===== src/rtl/seg_effect_pkg.sv =====
// Shared constants for the seven-segment effect engine: mode encoding,
// default effect-step dividers and the blank segment pattern.
package seg_effect_pkg;

  typedef enum logic [1:0] {
    MODE_STATIC = 2'd0,
    MODE_BLINK  = 2'd1,
    MODE_REVEAL = 2'd2,
    MODE_SCROLL = 2'd3
  } mode_e;

  localparam int unsigned TICK_DIV0_DEF = 50000000;
  localparam int unsigned TICK_DIV1_DEF = 25000000;
  localparam int unsigned TICK_DIV2_DEF = 12500000;
  localparam int unsigned TICK_DIV3_DEF = 6250000;

  localparam int unsigned SEG_W     = 7;
  localparam logic [6:0]  SEG_BLANK = 7'h7F;

  // Largest of the four step dividers, used to size the tick counter.
  function automatic int unsigned max4(input int unsigned a, input int unsigned b,
                                       input int unsigned c, input int unsigned d);
    int unsigned m;
    m = a;
    if (b > m) m = b;
    if (c > m) m = c;
    if (d > m) m = d;
    return m;
  endfunction

endpackage


===== src/rtl/seg_effect_divider.sv =====
// Terminal-count counter: counts 0..i_limit-1 and flags the last count.
// i_clr holds the count at zero and suppresses the terminal flag.
module seg_effect_divider #(
  parameter int unsigned WIDTH = 16
) (
  input  logic             clk,
  input  logic             rst,
  input  logic             i_clr,
  input  logic [WIDTH-1:0] i_limit,
  output logic             o_tc_c
);

  logic [WIDTH-1:0] r_cnt;
  logic             w_last;

  // >= so that a smaller limit takes effect without finishing the old period
  assign w_last = (r_cnt >= (i_limit - WIDTH'(1)));
  assign o_tc_c = w_last & ~i_clr;

  always_ff @(posedge clk) begin
    if (rst || i_clr) begin
      r_cnt <= '0;
    end else if (w_last) begin
      r_cnt <= '0;
    end else begin
      r_cnt <= r_cnt + WIDTH'(1);
    end
  end

endmodule


===== src/rtl/seg_effect_engine.sv =====
// Multiplexed 7-segment driver with static/blink/reveal/scroll effects.
// Define SEG_EFFECT_SCROLL_EN to build scroll mode; otherwise mode 3 acts as static.
module seg_effect_engine
  import seg_effect_pkg::*;
#(
  parameter int unsigned NUM_DIGITS = 7,
  parameter int unsigned SCAN_DIV   = 25000,
  parameter int unsigned TICK_DIV0  = TICK_DIV0_DEF,
  parameter int unsigned TICK_DIV1  = TICK_DIV1_DEF,
  parameter int unsigned TICK_DIV2  = TICK_DIV2_DEF,
  parameter int unsigned TICK_DIV3  = TICK_DIV3_DEF
) (
  input  logic                  clk,
  input  logic                  rst,
  input  logic                  enable,
  input  logic [1:0]            mode,
  input  logic [1:0]            freq_sel,
  input  logic                  wr_en,
  input  logic [3:0]            wr_addr,
  input  logic [6:0]            wr_data,
  output logic [NUM_DIGITS-1:0] trans,
  output logic [6:0]            led7seg,
  output logic                  frame_done
);

  localparam int unsigned IDX_W    = $clog2(NUM_DIGITS);
  localparam int unsigned STEP_W   = $clog2(NUM_DIGITS + 2);
  localparam int unsigned SCAN_W   = $clog2(SCAN_DIV + 1);
  localparam int unsigned TICK_MAX = max4(TICK_DIV0, TICK_DIV1, TICK_DIV2, TICK_DIV3);
  localparam int unsigned TICK_W   = $clog2(TICK_MAX + 1);

  mode_e                 w_mode;
  mode_e                 r_mode;
  logic                  w_mode_chg;
  logic                  w_scan_clr;
  logic                  w_tick_clr;
  logic                  w_scan_tc;
  logic                  w_tick_tc;
  logic [TICK_W-1:0]     w_tick_limit;
  logic [STEP_W-1:0]     w_step_last;
  logic                  w_step_wrap;
  logic [IDX_W-1:0]      r_scan_idx;
  logic [STEP_W-1:0]     r_step;
  logic                  r_frame_done;
  logic [SEG_W-1:0]      r_buf [NUM_DIGITS];
  logic                  w_wr_ok;
  logic [SEG_W-1:0]      w_seg;
  logic [NUM_DIGITS-1:0] w_sel_n;
  logic [NUM_DIGITS-1:0] r_trans;
  logic [SEG_W-1:0]      r_led;

  assign w_mode     = mode_e'(mode);
  assign w_mode_chg = (w_mode != r_mode);
  assign w_scan_clr = ~enable;
  assign w_tick_clr = ~enable | w_mode_chg;

  seg_effect_divider #(.WIDTH(SCAN_W)) u_scan_div (
    .clk     (clk),
    .rst     (rst),
    .i_clr   (w_scan_clr),
    .i_limit (SCAN_W'(SCAN_DIV)),
    .o_tc_c  (w_scan_tc)
  );

  seg_effect_divider #(.WIDTH(TICK_W)) u_tick_div (
    .clk     (clk),
    .rst     (rst),
    .i_clr   (w_tick_clr),
    .i_limit (w_tick_limit),
    .o_tc_c  (w_tick_tc)
  );

  always_comb begin
    w_tick_limit = TICK_W'(TICK_DIV0);
    case (freq_sel)
      2'd1:    w_tick_limit = TICK_W'(TICK_DIV1);
      2'd2:    w_tick_limit = TICK_W'(TICK_DIV2);
      2'd3:    w_tick_limit = TICK_W'(TICK_DIV3);
      default: w_tick_limit = TICK_W'(TICK_DIV0);
    endcase
  end

  // Last step value before the step counter wraps back to 0.
  always_comb begin
    w_step_last = '0;
    case (w_mode)
      MODE_BLINK:  w_step_last = STEP_W'(1);
      MODE_REVEAL: w_step_last = STEP_W'(NUM_DIGITS);
`ifdef SEG_EFFECT_SCROLL_EN
      MODE_SCROLL: w_step_last = STEP_W'(NUM_DIGITS - 1);
`endif
      default:     w_step_last = '0;
    endcase
  end

  assign w_step_wrap = (r_step >= w_step_last);

  always_ff @(posedge clk) begin
    if (rst) begin
      r_mode       <= MODE_STATIC;
      r_scan_idx   <= '0;
      r_step       <= '0;
      r_frame_done <= 1'b0;
    end else begin
      r_mode       <= w_mode;
      r_frame_done <= w_tick_tc & w_step_wrap;
      if (!enable) begin
        r_scan_idx <= '0;
      end else if (w_scan_tc) begin
        r_scan_idx <= (r_scan_idx == IDX_W'(NUM_DIGITS - 1)) ? '0 : r_scan_idx + IDX_W'(1);
      end
      if (!enable || w_mode_chg) begin
        r_step <= '0;
      end else if (w_tick_tc) begin
        r_step <= w_step_wrap ? '0 : r_step + STEP_W'(1);
      end
    end
  end

  // Out-of-range addresses are dropped; writes are taken even while disabled.
  assign w_wr_ok = wr_en && ({1'b0, wr_addr} < 5'(NUM_DIGITS));

  always_ff @(posedge clk) begin
    if (rst) begin
      for (int i = 0; i < NUM_DIGITS; i++) r_buf[i] <= SEG_BLANK;
    end else if (w_wr_ok) begin
      r_buf[wr_addr[IDX_W-1:0]] <= wr_data;
    end
  end

`ifdef SEG_EFFECT_SCROLL_EN
  localparam int unsigned ROT_W = IDX_W + 1;
  logic [ROT_W-1:0] w_rot_sum;
  logic [IDX_W-1:0] w_rot_idx;

  always_comb begin
    w_rot_sum = ROT_W'(r_scan_idx) + ROT_W'(r_step);
    w_rot_idx = (w_rot_sum >= ROT_W'(NUM_DIGITS)) ? IDX_W'(w_rot_sum - ROT_W'(NUM_DIGITS))
                                                  : IDX_W'(w_rot_sum);
  end
`endif

  always_comb begin
    w_seg = r_buf[r_scan_idx];
    case (w_mode)
      MODE_BLINK:  if (r_step == '0) w_seg = SEG_BLANK;
      MODE_REVEAL: if (STEP_W'(r_scan_idx) >= r_step) w_seg = SEG_BLANK;
`ifdef SEG_EFFECT_SCROLL_EN
      MODE_SCROLL: w_seg = r_buf[w_rot_idx];
`endif
      default:     ;
    endcase
  end

  // Digit 0 drives the most significant select bit.
  always_comb begin
    w_sel_n = '1;
    for (int i = 0; i < NUM_DIGITS; i++) begin
      if (r_scan_idx == IDX_W'(i)) w_sel_n[NUM_DIGITS-1-i] = 1'b0;
    end
  end

  always_ff @(posedge clk) begin
    if (rst || !enable) begin
      r_trans <= '1;
      r_led   <= SEG_BLANK;
    end else begin
      r_trans <= w_sel_n;
      r_led   <= w_seg;
    end
  end

  assign trans      = r_trans;
  assign led7seg    = r_led;
  assign frame_done = r_frame_done;

endmodule


===== config.mk =====
export PLATFORM = sky130hd
export DESIGN_NAME = seg_effect_engine
export DESIGN_NICKNAME = d
export VERILOG_FILES = /design/src/rtl/seg_effect_pkg.sv /design/src/rtl/seg_effect_divider.sv /design/src/rtl/seg_effect_engine.sv
export SDC_FILE = /design/constraint.sdc
export NUM_CORES = 1
export LEC_CHECK = 0
export ABC_AREA = 1
export BUFFER_PORTS_ARGS = -buffer_cell sky130_fd_sc_hd__buf_4
export CAP_MARGIN = 15
export CORE_MARGIN = 8
export CORE_UTILIZATION = 64
export CTS_BUF_LIST = sky130_fd_sc_hd__clkbuf_4
export DETAILED_ROUTE_END_ITERATION = 10
export GPL_ROUTABILITY_DRIVEN = 0
export HOLD_SLACK_MARGIN = 0.08
export PLACE_DENSITY = 0.93
export SYNTH_ARGS = -nofsm -noshare
export SYNTH_HDL_FRONTEND = slang
export SYNTH_SLANG_ARGS = --single-unit

===== constraint.sdc =====
create_clock -name clk -period 2.2 [get_ports clk]
set_input_delay 0.22 -clock clk [delete_from_list [all_inputs] [get_ports clk]]
set_output_delay 0.22 -clock clk [all_outputs]
set_load 0.02 [all_outputs]

==> results of run 1 <==
==> synthesized netlist by cell type, drive strengths merged <==
library cell  instances  area, um2
o41ai                 1      8.760
o21a                  1      7.510
nor2                157      629.3
nor3                 18      120.1
a21oi                19      98.85
nor4                  5      31.28
a21o                  2      15.01
nor3b                 5      37.54
buf                   8      48.80
nand3b                3      22.52
and3                  1      6.260
xor2                 11      96.34
xnor2                 3      26.28
a31oi                 2      12.51
o211ai                5      42.54
inv                  91      341.6
edfxtp               49       1471
clkbuf                8      30.03
dfxtp                75       1501
ha                   31      387.9
nand3                56      297.8
nand4                 9      71.32
or2                   9      56.31
a21boi                2      15.01
clkinv                1      3.750
nand2               198      753.2
o21bai                2      15.01
o21ai                47      235.2
conb                  1      3.750
==> power by group through the flow <==
stage	logic, mW	clock network, mW	registers (mW)
6_report	0.338	1.54	2.48
5_1_grt	0.372	1.66	2.48
4_1_cts	0.332	1.56	2.48
3_5_place_dp	0.310	0	2.53
3_3_place_gp	0.299	0	2.52
2_1_floorplan	0.173	0	2.53
==> layout by cell type, fill, tap and decap left out, drive strengths merged, types with 11 or more instances in the layout <==
| cell | n |
|---|---|
| nor2 | 157 |
| clkbuf | 18 |
| edfxtp | 49 |
| buf | 52 |
| o21ai | 47 |
| a21oi | 19 |
| inv | 97 |
| nand3 | 56 |
| nand2 | 198 |
| dlygate4sd3 | 14 |
| xor2 | 11 |
| ha | 31 |
| dfxtp | 75 |
| nor3 | 18 |
==> worst min-delay path, delay by kind of cell <==
| kind | cells | cell delay (ps) |
|---|---|---|
| compound gates | 1 | 70 |
| buf+inv | 2 | 270 |
==> repair_timing <==
item                                    in CTS  in global routing
setup buffers                                0                  0
endpoints found under the hold margin       65                  0
hold buffers                                14                  0
endpoints found under the setup margin       0                  0
==> worst paths after layout <==
kind | start | end | slack, ps | cells past startpoint
worst max-delay path | r_scan_idx[0]$_SDFFE_PP0P_ | led7seg[2]$_SDFF_PP1_ | 200 | 10
worst max register to register | r_scan_idx[0]$_SDFFE_PP0P_ | led7seg[2]$_SDFF_PP1_ | 200 | 10
worst min-delay path | wr_addr[1] | r_buf[5][6]$_DFFE_PP_ | 190 | 3
worst min register to register | u_scan_div.r_cnt[0]$_SDFF_PP0_ | u_scan_div.r_cnt[0]$_SDFF_PP0_ | 480 | 1
==> layout make-up <==
class / count / area [um2] / area share, %
clock buffers: 18 / 135.1 / 1.847
clock inverters: 14 / 136.4 / 1.864
inverters: 92 / 345.3 / 4.720
multi-input cells: 595 / 3017 / 41.23
flip-flops and latches: 124 / 2973 / 40.64
well taps: 133 / 166.4 / 2.275
repair buffers: 66 / 543.0 / 7.423
==> metal layers <==
layer | vias to the layer above | GRT usage, % | wire length (um)
li1 | 2810 | - | -
met1 | 2591 | 26.45 | 5906
met2 | 291 | 40.58 | 7360
met3 | 42 | 5.472 | 1210
met4 | 0 | 10.03 | 369
met5 | - | 0 | 0
==> state kept, by name, summed over array words and instances, names as in the netlist, named ones only <==
name	flops
r_buf	56
u_tick_div.r_cnt	26
u_scan_div.r_cnt	15
led7seg	7
trans	7
r_step	4
r_scan_idx	3
r_mode	2
frame_done	1
==> cells by family after synthesis <==
group | after synthesis
other cells | 1
fa+ha+maj | 31
compound gates | 81
flops | 124
simple gates | 461
buf+inv | 108
xor+xnor | 14
==> metrics, run 1 <==
#FFs+latches synth 124; WL final 14850 um; # setup viols final 0; synth warn 0; cts repair resizes 0; GRT Total Usage 23.20%; DPL Wire Length 10380 um; xor/xnor cell area share of the yosys netlist 1.920%; sequential area share after synthesis 46.54%; RSZ-0062 raised after global routing no; initial antenna violation count 0; CP max stage cell o21ai_1; Sequential Power Share 56.8%; CTS Buf Count 17; count of buffer and inverter cells on the critical path 1; final worst slack 201.8 ps; final instance area 7316 um2; clock-pin slew on the worst setup and hold paths 130 ps; # diodes 0; die width 115.9 um; Inst Count DP 996; startpoint types flip-flop; fin. max-slew vios 0; total number of vias 5734; Leak 3.044 nW; Final Total Pwr 4.356 mW; Final ANT Viol Nets 0; placed inst area 6904 um2; GRT overflow 0; # DRC 0; DRT Pass-1 Iters 5; CP Data Arrival Time 2410 ps; CTS sink count 124; Ports 34; Row Count 36; cell family contributing the most delay on the critical path compound AO/OA/AOI/OAI gates; IO buf count 33; Internal 3.184 mW; sw frac 26.92%; CP Capture Type flip-flop; H-tree Lvls 4; crit-path cells inv_1 -> ha_1 -> o21ai_0 -> a21boi_0 -> o21ai_1 -> nand2_1 -> nand2_1 -> nand2_1 -> nand2_1 -> nand3_1; Post-Route Utilization 75.19%; Die Y 115.9 um; Tightest Pin Transition 745.9 ps; Mean Syn Cell Area 7.789 um2; vias in the first global route 5366; Die Area 13430 um2; Combinational Power Share 7.8%; Synth cell types 43; dpl ws 64.57 ps; CTS tree done; crit path kind flip-flop to flip-flop; first-pass GRT wire length 24550 um; Fin Clk Skew 26.10 ps; clock power share 35.4%; main combinational cell family by area after synthesis simple AND/OR/NAND/NOR gates; fin nets 946; Layout area overhead 14.53%; maximum vdd ir drop 413.9 uV; CTS root buffer clkbuf_4; Syn Inst Count 820; Post-Syn Area 6387 um2; max frequency 500.4 MHz; max incr delay on CP 430 ps; Max-Cap Viols 0; Final min period 1998 ps; Critical Path Fanout Max 7; worst skew pair latency 540 ps; Hold Slack 185.6 ps; mux contribution to synthesized area 0%; Worst slew margin 50.22%; CTS max path bufs 2; P_sw 1.173 mW; DR WL/cell 14.25 um; adder-cell area share of the yosys netlist 6.072%; Final Hold Viols 0; Non-Filler Instances 1042; status complete, no violations; Power Dens Cells 595.5 nW/um2; WP data required 2610 ps; worst hold path type input pin to flip-flop; Initial Util 65.65%; fin crit share 90.83%; fill count 684; initial DRC count 796; largest net degree at the start of global routing 29; Vias/cell 5.503; simple-gate share of the synthesized area 31.71%; cell mode on critical path nand2_1; post-synthesis compound-gate area fraction 7.052%; setup TNS 0 ps; share of cells above drive strength 1 13.31%; Core ar. 9729 um2
No activity file was read; power rests on OpenSTA's default activity.
==> run 2, diff against run 1 <==
CORE_UTILIZATION = 57   (was 64)
PLACE_DENSITY = 0.88   (was 0.93)
clock period = 1.75 ns   (was 2.2 ns; I/O delays follow)
==> run 2 against run 1 <==
Register-to-register slack lost 160 ps. Non-clock buffer count grew 37. Hold slack lost 52 ps. Global-route usage shrank 2.2 points. Clock power grew 45%. Cell count grew 4.3%. Maximum frequency grew 17%. Critical path depth is the same.
==> metrics, run 2 (same netlist as run 1, synthesis figures left out) <==
status complete, no violations; clock-pin slew on the worst setup and hold paths 110 ps; share of cells above drive strength 1 20.72%; Max-Cap Viols 0; die width 121.9 um; biggest registers after layout r_buf (56), u_tick_div.r_cnt (26), u_scan_div.r_cnt (15); Final ANT Viol Nets 0; Fin Clk Skew 27.17 ps; Leak 3.311 nW; initial DRC count 492; dpl ws -342.0 ps; Die Area 14850 um2; WL final 15620 um; Initial Util 58.66%; total number of vias 5787; DRT Pass-1 Iters 6; Final Hold Viols 0; CTS max path bufs 2; RSZ-0062 raised after global routing yes; worst skew pair latency 560 ps; CTS tree done; CTS root buffer clkbuf_4; commonest non-fill, non-tap cells in the layout nand2_1 (193), nor2_1 (140), buf_4 (88), inv_1 (86), dfxtp_1 (59); Vias/cell 5.324; CP Capture Type flip-flop; GRT overflow 0; initial antenna violation count 1; maximum vdd ir drop 586.8 uV; GRT Total Usage 21.05%; first-pass GRT wire length 24830 um; fin. max-slew vios 0; fin nets 983; CTS Buf Count 17; Row Count 38; worst hold path type input pin to flip-flop; Final min period 1713 ps; Largest Register r_buf; startpoint types flip-flop; CP Data Arrival Time 2150 ps; DPL Wire Length 10740 um; WP data required 2180 ps; Power Dens Cells 740.9 nW/um2; DR WL/cell 14.37 um; largest net degree at the start of global routing 24; # DRC 0; Layout area overhead 22.62%; vias in the first global route 5492; crit path kind flip-flop to flip-flop; H-tree Lvls 4; max frequency 583.8 MHz; final worst slack 37.06 ps; Critical Path Fanout Max 9; Ports 34; Die Y 121.9 um; fin crit share 97.88%; IO buf count 33; Largest register FFs 56; CTS sink count 124; commonest non-fill, non-tap cell in the layout nand2_1; # setup viols final 0; Final Total Pwr 5.803 mW; Core ar. 10890 um2
==> run 2: path summary, 6_finish.rpt <==
check / to / slack [ps] / start / cells after the start
worst max-delay path: led7seg[2]$_SDFF_PP1_ / 40 / flip-flop / 10
worst max register to register: led7seg[2]$_SDFF_PP1_ / 40 / flip-flop / 10
worst min register to register: u_scan_div.r_cnt[0]$_SDFF_PP0_ / 430 / u_scan_div.r_cnt[0]$_SDFF_PP0_ / 1
worst min-delay path: r_buf[5][6]$_DFFE_PP_ / 130 / wr_addr[1] / 3
==> run 2: where the power goes <==
group | internal (mW) | leakage [nW] | total (mW) | switching (mW)
Combinational | 0.186 | 2.02 | 0.458 | 0.273
Sequential | 3.08 | 1.11 | 3.11 | 0.0279
Clock | 1.22 | 0.180 | 2.23 | 1.01
==> run 2: cell type report <==
cell class	count	area, um2
inverters	92	352.8
fillers	777	3055
clock inverters	9	145.1
multi-input cells	595	3158
well taps	140	175.2
clock buffers	23	172.7
diodes	1	2.502
flip-flops and latches	124	2995
repair buffers	103	830.8
==> run 2: repair_timing <==
item / 4_1_cts / 5_1_grt
buffers inserted: 0 / 5
hold endpoints to repair: 63 / 0
setup endpoints to repair: 1 / 75
pin swaps: 0 / 8
gates resized for setup: 1 / 44
hold buffers: 13 / 0
==> run 2: critical path, cell delays in order (launching register included) <==
cell,delay (ps)
dfxtp_2,390
clkinvlp_4,150
buf_12,160
o21ai_0,340
nand3_1,160
nand2_1,120
nand2_1,50
nand2_1,60
nand2_1,50
nand2_1,50
nand3_1,60
==> run 2: routing by layer <==
metal | vias up | GRT usage [%] | share of wire, %
li1 | 2886 | - | -
met1 | 2648 | 24.66 | 41
met2 | 221 | 35.05 | 49
met3 | 32 | 5.831 | 7.5
met4 | 0 | 10.02 | 2.2
met5 | - | 0 | 0
==> run 2: stage by stage <==
| stage | cell area, um2 | utilization, % | hold WS, ps | cells | TNS (ps) |
|---|---|---|---|---|---|
| after floorplan | 6436 | - | 314.3 | 827 | 0 |
| after global placement | 7182 | 65.96 | 429.8 | 1036 | -5586 |
| after detailed placement | 7182 | 65.96 | 448.5 | 1036 | -8104 |
| after CTS | 7631 | 70.09 | 114.6 | 1081 | 0 |
| after global routing | 7833 | 71.94 | 134.0 | 1087 | -81.14 |
| final | 7833 | 71.94 | 133.4 | 1087 | 0 |
